File: config.mk
export PLATFORM = sky130hd
export DESIGN_NAME = cdc_req_ack_arb
export DESIGN_NICKNAME = d
export VERILOG_FILES = /design/src/rtl/cdc_req_ack_arb.sv
export SDC_FILE = /design/constraint.sdc
export NUM_CORES = 1
export LEC_CHECK = 0
export CAP_MARGIN = 20
export CORE_MARGIN = 1.5
export CORE_UTILIZATION = 25
export CTS_CLUSTER_DIAMETER = 60
export DETAILED_ROUTE_END_ITERATION = 10
export GPL_TIMING_DRIVEN = 0
export HOLD_SLACK_MARGIN = 0.03
export SLEW_MARGIN = 30
export SYNTH_ARGS = -nofsm -noshare
export SYNTH_HDL_FRONTEND = slang
export SYNTH_SLANG_ARGS = --single-unit
File: constraint.sdc
create_clock -name clk_a -period 4.5 [get_ports clk_a]
set_input_delay 1.35 -clock clk_a [delete_from_list [all_inputs] [get_ports clk_a]]
set_output_delay 1.35 -clock clk_a [all_outputs]
set_load 0.05 [all_outputs]
File: src/rtl/cdc_req_ack_arb.sv
// Source-side (clk_a) controller sharing one 4-phase req/ack CDC channel among NUM_REQ requesters.
// Round-robin grant captures a word, holds it stable while busy, and waits on the synchronized ack.
`timescale 1ns/1ps
module cdc_req_ack_arb #(
  parameter int NUM_REQ     = 4,
  parameter int DATA_W      = 8,
  parameter int SYNC_STAGES = 2
) (
  input  logic                       clk_a,
  input  logic                       rst_a_n,
  input  logic [NUM_REQ-1:0]         req_valid,
  input  logic [NUM_REQ*DATA_W-1:0]  req_data,
  output logic [NUM_REQ-1:0]         req_ready,
  output logic                       xfer_req,
  output logic [DATA_W-1:0]          xfer_data,
  output logic [$clog2(NUM_REQ)-1:0] xfer_src,
  input  logic                       xfer_ack_b,
  output logic                       xfer_done,
  output logic                       busy
);

  localparam int SRC_W = $clog2(NUM_REQ);

  typedef enum logic [1:0] {IDLE, REQ_HI, REQ_LO} state_e;

  state_e                 state_q, state_d;
  logic [SRC_W-1:0]       ptr_q, ptr_d;
  logic [SYNC_STAGES-1:0] ack_sync_q, ack_sync_d;
  logic                   xfer_req_q, xfer_req_d;
  logic [DATA_W-1:0]      xfer_data_q, xfer_data_d;
  logic [SRC_W-1:0]       xfer_src_q, xfer_src_d;
  logic                   xfer_done_q, xfer_done_d;

  logic             ack_s;
  logic             found;
  logic             grant;
  logic [SRC_W-1:0] winner;
  logic [SRC_W-1:0] next_ptr;

  // xfer_ack_b is only ever observed through the last synchronizer stage.
  assign ack_sync_d = {ack_sync_q[SYNC_STAGES-2:0], xfer_ack_b};
  assign ack_s      = ack_sync_q[SYNC_STAGES-1];

  // Round-robin search: first valid index at or after ptr, wrapping modulo NUM_REQ.
  always_comb begin
    int idx;
    int nxt;
    // NOTE: every variable assigned here gets a default first so no path leaves it unassigned (no latch).
    found    = 1'b0;
    winner   = '0;
    idx      = 0;
    for (int k = 0; k < NUM_REQ; k++) begin
      idx = int'(ptr_q) + k;
      if (idx >= NUM_REQ) idx = idx - NUM_REQ;
      if (!found && req_valid[idx]) begin
        found  = 1'b1;
        winner = SRC_W'(idx);
      end
    end
    nxt = int'(winner) + 1;
    if (nxt >= NUM_REQ) nxt = 0;
    next_ptr = SRC_W'(nxt);
  end

  assign grant = (state_q == IDLE) && found && !ack_s;

  always_comb begin
    req_ready = '0;
    if (grant) req_ready[winner] = 1'b1;
  end

  always_comb begin
    state_d     = state_q;
    ptr_d       = ptr_q;
    xfer_req_d  = xfer_req_q;
    xfer_data_d = xfer_data_q;
    xfer_src_d  = xfer_src_q;
    xfer_done_d = 1'b0;
    unique case (state_q)
      IDLE: begin
        if (grant) begin
          xfer_data_d = req_data[int'(winner)*DATA_W +: DATA_W];
          xfer_src_d  = winner;
          xfer_req_d  = 1'b1;
          ptr_d       = next_ptr;
          state_d     = REQ_HI;
        end
      end
      REQ_HI: begin
        if (ack_s) begin
          xfer_req_d = 1'b0;
          state_d    = REQ_LO;
        end
      end
      REQ_LO: begin
        if (!ack_s) begin
          xfer_done_d = 1'b1;
          state_d     = IDLE;
        end
      end
      default: state_d = IDLE;
    endcase
  end

  always_ff @(posedge clk_a or negedge rst_a_n) begin
    if (!rst_a_n) begin
      state_q     <= IDLE;
      ptr_q       <= '0;
      ack_sync_q  <= '0;
      xfer_req_q  <= 1'b0;
      xfer_data_q <= '0;
      xfer_src_q  <= '0;
      xfer_done_q <= 1'b0;
    end else begin
      // NOTE: non-blocking assignments so every flop samples pre-edge values, independent of statement order.
      state_q     <= state_d;
      ptr_q       <= ptr_d;
      ack_sync_q  <= ack_sync_d;
      xfer_req_q  <= xfer_req_d;
      xfer_data_q <= xfer_data_d;
      xfer_src_q  <= xfer_src_d;
      xfer_done_q <= xfer_done_d;
    end
  end

  assign xfer_req  = xfer_req_q;
  assign xfer_data = xfer_data_q;
  assign xfer_src  = xfer_src_q;
  assign xfer_done = xfer_done_q;
  assign busy      = (state_q != IDLE);

endmodule

Word-level counts from Yosys, hierarchy flattened --
Cells that the tools add are included.
Storage, ports and cells: output and inout bits 17, register bits 18, input bits 39, memories 0, ROM bits 0, latch bits 0, RAM bits 0
Cells by class: order comparisons 11, $mul 0, div/mod/pow operators 0, bitwise gates (word level) 0, shifts and indexed selects 1, $add $sub $neg 8, multiplexer cells 37, equality and inequality tests 5, reduce and logical (&&, ||, !) cells 16
Operators with widths (number):
- $lt A32 B4 Y1 const B | 4
- $mux W32 | 4
- $shiftx A32 B6 Y8 | 1
- $mux W1 | 17
- $mux W2 | 8
- $ge A3 B3 Y1 const B | 4
- $sub A3 B3 Y4 const B | 3
- $bmux W1 S2 | 4
- $add A2 B1 Y3 const B | 2
- $add A2 B2 Y3 const B | 2
- $logic_and A1 B1 Y1 | 6
- $ne A2 B2 Y1 const B | 3
- $pmux W2 S3 | 1
- $reduce_and A3 Y1 | 2
- $logic_not A1 Y1 | 4
- $mux W4 | 1
- $reduce_bool A2 Y1 | 2
- $sub A2 B3 Y4 const B | 1
- $ge A2 B3 Y1 const B | 1
- $lt A2 B3 Y1 const B | 1
- $demux W1 S2 | 1
- $eq A2 B1 Y1 const B | 1
- $eq A2 B2 Y1 const B | 1
- $ge A2 B1 Y1 const B | 1
- other kinds (3) | 3

Longest topological paths before layout --
Gate-level depths: netlist of the first run.
depth in word-level cells 20, depth in mapped cells 9, mapped depth without buffers 6

Worst setup path before layout of the first run --
No wires, ideal clock.
path kind input port to output port, start point input port req_valid[1], end point output port req_ready[3], required time 3.150 ns, slack 0.452 ns, arrival 2.698 ns, buffers on the path 2, cell stages on the path 7, cells stage by stage a21bo_1 -> a221o_1 -> buf_6 -> buf_8 -> inv_2 -> ha_1 -> and2_1
On the way: cells in the longest elaborated chain, start to end 18
Ends and longest elaborated chain:
- from (decl) | RTL line 11 | input logic [NUM_REQ-1:0] req_valid,
- $bmux W1 S2 | RTL line 55 | if (!found && req_valid[idx]) begin
- $mux W1 (implied by the code) (2 in a row) | RTL line 55
- $mux W1 | RTL line 55
- $logic_not A1 Y1 | RTL line 55
- $logic_and A1 B1 Y1 | RTL line 55
- $mux W1 | RTL line 55
- $logic_not A1 Y1 | RTL line 55
- $logic_and A1 B1 Y1 | RTL line 55
- [... 2 more ...]
- $logic_and A1 B1 Y1 | RTL line 55
- $mux W2 (*) | RTL line 55
- named net winner[0] | RTL line 37 | logic [SRC_W-1:0] winner;
- $lt A2 B3 Y1 (implied by the code) / $ge A2 B1 Y1 (equally long branches) | RTL line 69 | if (grant) req_ready[winner] = 1'b1;
- $logic_and A1 B1 Y1 (implied by the code) | RTL line 69
- $mux W1 (implied by the code) | RTL line 69
- $demux W1 S2 (*) | RTL line 69
- $mux W4 (*) | RTL line 69
- to (decl) | RTL line 13 | output logic [NUM_REQ-1:0] req_ready,
Mark *: on every way through the listed nets, which the timed path passes. The rest lies on a longest branch. The select of a mux whose other input is x is not followed.

Final worst setup path of the first run --
start point input port req_valid[1], end point output port req_ready[2]
On the way: cells in the longest elaborated chain, start to end 18
Ends and longest elaborated chain (RTL line):
- $bmux W1 S2 | 55
- $mux W1 (implied by the code) (2 in a row) | 55
- $mux W1 | 55
- $logic_not A1 Y1 | 55
- $logic_and A1 B1 Y1 | 55
- $mux W1 | 55
- $logic_not A1 Y1 | 55
- $logic_and A1 B1 Y1 | 55
- $mux W1 | 55
- $logic_not A1 Y1 | 55
- $logic_and A1 B1 Y1 | 55
- $mux W2 | 55
- $lt A2 B3 Y1 (implied by the code) / $ge A2 B1 Y1 (equally long branches) | 69
- $logic_and A1 B1 Y1 (implied by the code) | 69
- $mux W1 (implied by the code) | 69
- $demux W1 S2 | 69
- $mux W4 (*) | 69
Mark *: on every way between the ends. The rest lies on a longest branch, timed or not. The select of a mux whose other input is x is not followed.

==> summary.txt, run 1 <==
Global route
  – Gr ovfl total: 0
  – All-Layer GR Usage: 13.5%
  – Vias in the first global route: 1,041
  – Initial antenna violation count: 0
  – First-pass GRT wire length: 4.65 mm
  – Largest net degree at the start of global routing: 19

Pwr
  – Sw Pwr: 0.442 mW
  – Leak: 0.781 nW
  – Int Power: 0.542 mW
  – Combinational power share: 60.1%
  – Total power draw: 0.984 mW
  – Max rail drop VDD: 0.243 mV
  – Part of the power in registers: 26.6%
  – P per Cell Area: 558 mW/mm^2
  – Sw Share: 44.9%
  – Clock share of power: 13.4%

Synthesis
  – Prevailing post-synth register cell: dfrtp_1
  – Synth Net Count: 145
  – Top post-synthesis cells by count: dfrtp_1 (18), mux2i_1 (9), a221o_1 (8), nor3_1 (8), mux2_1 (7)
  – Synth Area in Compound Gates: 17.2%
  – Cell count after synthesis: 102
  – Largest family of logic cells by synthesized area: compound AO/OA/AOI/OAI gates
  – Async SR Flop Fraction: 100%
  – Synth Register Bits: 18
  – Synthesized area: 0.00108 mm^2
  – Synthesized area per cell: 10.6 um^2
  – Yosys cell types: 32
  – Post-synthesis xor/xnor area fraction: 0.809%
  – Yosys top cell by area: dfrtp_1
  – Adder-cell share of the synthesized area: 4.62%
  – Most frequent cell after synthesis: dfrtp_1
  – Top post-synthesis cells by area: dfrtp_1 (42%), mux2i_1 (8.3%), a221o_1 (7.4%), mux2_1 (7.3%), ha_1 (4.6%)
  – Top cell type's share of synthesized area: 41.6%
  – Synth Area in Simple Gates: 13.1%
  – Mux contribution to synthesized area: 15.6%
  – EDFF count, synth: 0
  – Synthesis Warnings: 0
  – Seq/Total Area, Yosys: 41.6%

Route
  – DRT antenna net count: 0
  – DRT Wirelength: 2.93 mm
  – Drt via density: 4.70
  – Drt initial violations: 22
  – TritonRoute pass-1 iters: 4
  – Routed len/inst: 13.9 um
  – # DRC: 0
  – DR vias: 991

Finish
  – P&R area growth vs syn: 63.1%
  – Final Instance Area: 0.00177 mm^2
  – Layout cells sized above 1: 11.2%
  – Post-Layout Cell Count: 211
  – Final net count: 205
  – Fill count: 414
  – Ant. Diodes: 0
  – Multi-input logic area: 579 um^2
  – Register area: 450 um^2

Clock tree
  – CTS buffer count: 3
  – Root Buffer: clkbuf_8
  – CTS sink cnt: 18
  – H-tree depth: 1
  – CTS tree: yes
  – Clk buf depth: 2
  – CTS Hold Buffers Added: 0
  – CTS clk-pin slew, worst paths: 70 ps
  – Clk_lat worst skew: 250 ps

STA
  – RSZ-0062 raised after global routing: false
  – Tightest Pin Transition: 824 ps
  – # setup viols final: 0
  – Slew Limit Fails: 0
  – Final Skew: 2.70 ps
  – FMAX: 0.227 GHz
  – Slew margin rel.: 44.9%
  – Setup ws final: 92.9 ps
  – Final period util: 97.9%
  – Min cycle time layout: 4410 ps
  – Final Hold Viols: 0
  – Final setup TNS: 0 ps

Run
  – Max-cap violations: 0

Worst setup path
  – Worst flop-to-flop path startpoint: ptr_q[1]$_DFFE_PN0P_
  – Reg-to-reg slack, setup: 2510 ps
  – Critical Path Fanout Max: 11
  – Slowest cell on crit path: dlygate4sd2_1
  – Worst R2R Path Depth: 8
  – Setup Crit Path Kind: in -> out
  – Reg2reg end: xfer_data[4]$_DFFE_PN0P_
  – WP data required: 3150 ps
  – Crit end category: primary output
  – CP cell instances: dlygate4sd2_1 > a21bo_1 > a221o_1 > buf_6 > buf_8 > ha_1 > and2_1 > clkbuf_4
  – Critical Path Source Type: input port
  – Worst Path Arrival: 3060 ps
  – Largest stage delay, worst path: 320 ps

Floorplanning
  – Die height: 68.8 um
  – Cell Rows: 23
  – Die extent in x: 68.8 um
  – Core ar.: 0.00409 mm^2
  – Die Area: 0.00473 mm^2
  – Initial Util: 26.5%
  – I/O pins: 56

Placement
  – Worst slack, placed: -766 ps
  – Port Buf Inserts: 55
  – Placed Cells incl. Taps: 207
  – DP HPWL: 2.26 mm
  – RePlAce Congestion: 0.798
  – Placed inst area: 0.00170 mm^2

Outcome
  – Status: finished, final reports clean

Min path
  – Cells on Worst Hold Path: 0
  – Hold path endpoint: ack_sync_q[1]$_DFF_PN0_
  – Min-delay worst type: reg -> reg
  – Critical hold path startpoint: ack_sync_q[0]$_DFF_PN0_
[cell type report]
cell class,count,share of cell area [%]
multi-input cells,72,32.8
repair buffers,55,30.7
flip-flops and latches,18,25.5
well taps,50,3.54
clock buffers,4,3.12
plain buffers,6,3.05
inverters,6,1.28
[sequential cells by signal (all words and copies together) (netlist names)]
signal / flops
ack_sync_q: 2
ptr_q: 2
state_q: 2
xfer_data: 8
xfer_done: 1
xfer_req: 1
xfer_src: 2
[logic make-up (layout without fill, tap and decap cells)]
kind of cell / count (synthesis) / in the layout
buffers and inverters: 12 / 71
XOR/XNOR: 1 / 1
multiplexers: 16 / 16
adder cells (fa/ha/maj): 4 / 4
flip-flops: 18 / 18
AO/OA/AOI/OAI: 23 / 23
AND/OR/NAND/NOR: 28 / 28
[repair_timing]
| action | in CTS | in global routing |
|---|---|---|
| buffers inserted | 0 | 0 |
| resized for setup | 27 | 4 |
| setup endpoints to repair | 4 | 4 |
| endpoints found under the hold margin | 0 | 0 |
[critical path, delay by kind of cell]
| family | cells | cell delay (ps) |
|---|---|---|
| AO/OA/AOI/OAI | 2 | 550 |
| AND/OR/NAND/NOR | 1 | 130 |
| adder cells (fa/ha/maj) | 1 | 180 |
| buffers and inverters | 4 | 840 |
[routing by layer]
metal / routed length (um) / GRT usage, %
met5: 0 / 0
met4: 23 / 5.88
met3: 356 / 6.49
met2: 1350 / 22.0
met1: 1200 / 15.1
[per-stage QoR]
stage               hold slack (ps)  util (%)
finish                          350      43.2
global route                    367      43.2
CTS                             353      42.8
detailed placement              337      41.5
global placement                337      41.5
floorplan                       331         -
[worst max-delay path by stage]
stage / start / slack [ps] / endpoint / depth (start not counted)
after floorplan: req_valid[1] / 450 / req_ready[3] / 7
after global placement: req_valid[1] / -750 / req_ready[1] / 9
after detailed placement: req_valid[1] / -770 / req_ready[1] / 9
after CTS: req_valid[3] / 20 / req_ready[2] / 8
after global routing: req_valid[2] / 10 / req_ready[2] / 7
final: req_valid[1] / 90 / req_ready[2] / 8
[cells in the final DEF, fill, tap and decap left out, types with 2 or more instances in the layout]
master	instances
ha_1	4
a21oi_1	3
buf_2	2
buf_6	3
inv_1	5
mux2_1	7
a211oi_1	2
nor3_1	8
dlygate4sd2_1	2
o21ai_0	2
clkdlybuf4s50_1	48
clkbuf_8	4
a221o_1	8
nor4_2	2
mux2i_1	9
nand2_1	6
dfrtp_1	18
and2_1	5
nor2_1	4
buf_4	2
[power groups by stage]
stage                     registers [mW]  clock network (mW)  logic [mW]
after CTS                          0.263               0.136       0.596
after floorplan                    0.425                   0       0.231
final                              0.262               0.131       0.591
after global placement             0.261                   0       0.586
after detailed placement           0.260                   0       0.594
after global routing               0.268               0.142       0.628
No activity file was read; power rests on OpenSTA's default activity.
==> inputs of run 2 (changes only) <==
Settings changed: CTS_CLUSTER_DIAMETER 60 to unset.
==> results of run 2 <==
Same layout as run 1: the final DEF is identical, and so are final timing and power.
==> inputs of run 3 (changes only) <==
Settings changed: CORE_UTILIZATION 25 to 42, PLACE_DENSITY set to 0.84.
==> run 3 against run 2 <==
Largest power group unchanged; non-clock buffer count unchanged; register-to-register slack lost 60 ps; via count grew 3.7%; critical path type unchanged; die area is 39% lower; clock skew grew 6.0 ps; sequential power barely moved.
==> summary.txt, run 3 (synthesized netlist as in run 1, its figures left out) <==
STA
  – Slew margin rel.: 45.2%
  – Tightest Pin Transition: 819 ps
  – # setup viols final: 0
  – Min cycle time layout: 4400 ps
  – Hold WS: 357 ps
  – Setup ws final: 103 ps
  – RSZ-0062 raised after global routing: false
  – Final Hold Viols: 0
  – Slew Limit Fails: 0
  – Final period util: 97.7%
  – FMAX: 0.227 GHz
  – Final Skew: 8.74 ps

Finish
  – Layout cells sized above 1: 10.6%
  – Final net count: 205
  – Fill count: 187
  – Final Instance Area: 0.00172 mm^2
  – Max FFs per register: 8
  – Ant. Diodes: 0
  – Multi-input logic area: 573 um^2
  – Register area: 450 um^2
  – Most frequent cells in the layout: clkdlybuf4s50_1 (48), dfrtp_1 (18), mux2i_1 (9), a221o_1 (8), nor3_1 (8)
  – Commonest non-fill, non-tap cell in the layout: clkdlybuf4s50_1
  – P&R area growth vs syn: 58.6%

Route
  – Drt initial violations: 7
  – DRT antenna net count: 0
  – # DRC: 0
  – Routed len/inst: 14.5 um
  – DR vias: 1,028
  – Drt via density: 5.38
  – TritonRoute pass-1 iters: 3
  – DRT Wirelength: 2.77 mm

Run
  – Max-cap violations: 0

Floorplanning
  – Die extent in x: 53.8 um
  – I/O pins: 56
  – Core ar.: 0.00245 mm^2
  – Die Area: 0.00289 mm^2
  – Cell Rows: 18
  – Initial Util: 44.1%
  – Die height: 53.8 um

Clock tree
  – CTS Hold Buffers Added: 0
  – Root Buffer: clkbuf_4
  – CTS sink cnt: 18
  – Clk_lat worst skew: 290 ps
  – CTS clk-pin slew, worst paths: 100 ps
  – CTS tree: yes
  – Clk buf depth: 2
  – Post-CTS Repair Setup Buffers: 0
  – H-tree depth: 1
  – CTS buffer count: 3
  – Post-CTS sizing: 29

Placement
  – Worst slack, placed: -747 ps
  – RePlAce Congestion: 0.712
  – Port Buf Inserts: 55
  – Placed inst area: 0.00167 mm^2
  – DP HPWL: 2.14 mm

Global route
  – First-pass GRT wire length: 4.39 mm
  – Vias in the first global route: 960
  – All-Layer GR Usage: 21.0%
  – Gr ovfl total: 0
  – Largest net degree at the start of global routing: 19
  – Initial antenna violation count: 0

Pwr
  – P per Cell Area: 557 mW/mm^2
  – Max rail drop VDD: 0.377 mV
  – Total power draw: 0.956 mW
  – Leak: 0.774 nW

Worst setup path
  – Slowest cell on crit path: nor4_1
  – Setup Crit Path Kind: in -> out
  – Critical Path Source Type: input port
  – Crit end category: primary output
  – WP data required: 3150 ps
  – CP cell instances: clkdlybuf4s50_1 > nor4_1 > nor4_2 > and2_1 > buf_2
  – Largest stage delay, worst path: 610 ps
  – Worst Path Arrival: 3050 ps
  – Critical Path Fanout Max: 7

Min path
  – Min-delay worst type: reg -> reg

Outcome
  – Status: finished, final reports clean
-- run 3: report_power, final --
group	switching (mW)	total [mW]	internal, mW
combinational	0.352	0.596	0.244
sequential	0.0405	0.262	0.221
clock	0.0493	0.0986	0.0493
-- run 3: per-stage QoR --
stage / std cells / setup TNS, ps / utilization [%]
CTS: 191 / 0 / 69.8
floorplan: 102 / 0 / -
global placement: 187 / -2650 / 68.0
detailed placement: 187 / -2900 / 68.0
global route: 191 / 0 / 69.9
finish: 191 / 0 / 69.9
-- run 3: metal layers --
metal / track usage [%] / up-vias / share of wire (%)
met5: 0 / - / 0
met4: 7.26 / 0 / 0.69
met3: 4.44 / 2 / 3.7
met2: 34.8 / 27 / 52
met1: 26.9 / 505 / 44
li1: - / 494 / -
-- run 3: path summary, 6_finish.rpt --
path	from	endpoint	slack, ps	depth (start not counted)
setup / recovery	req_valid[2]	req_ready[0]	100	5
hold / removal	ack_sync_q[0]$_DFF_PN0_	ack_sync_q[1]$_DFF_PN0_	360	0
setup reg to reg	ptr_q[1]$_DFFE_PN0P_	xfer_data[5]$_DFFE_PN0P_	2450	8
hold reg to reg	ack_sync_q[0]$_DFF_PN0_	ack_sync_q[1]$_DFF_PN0_	360	0
max in group asynchronous	rst_a_n	xfer_data[1]$_DFFE_PN0P_	2470	1
min in group asynchronous	rst_a_n	ptr_q[0]$_DFFE_PN0P_	1520	1
-- run 3: area by class of cell --
cell class,count,share of cell area [%]
clock buffer,4,2.11
multi-input combinational,72,33.4
tap,30,2.19
sequential,18,26.2
timing repair buffer,55,31.6
inverter,6,1.31
buffer,6,3.13
-- run 3: worst max-delay path, delay by kind of cell --
family,cells,cell delay (ps)
simple gates,3,1000
buf+inv,2,690
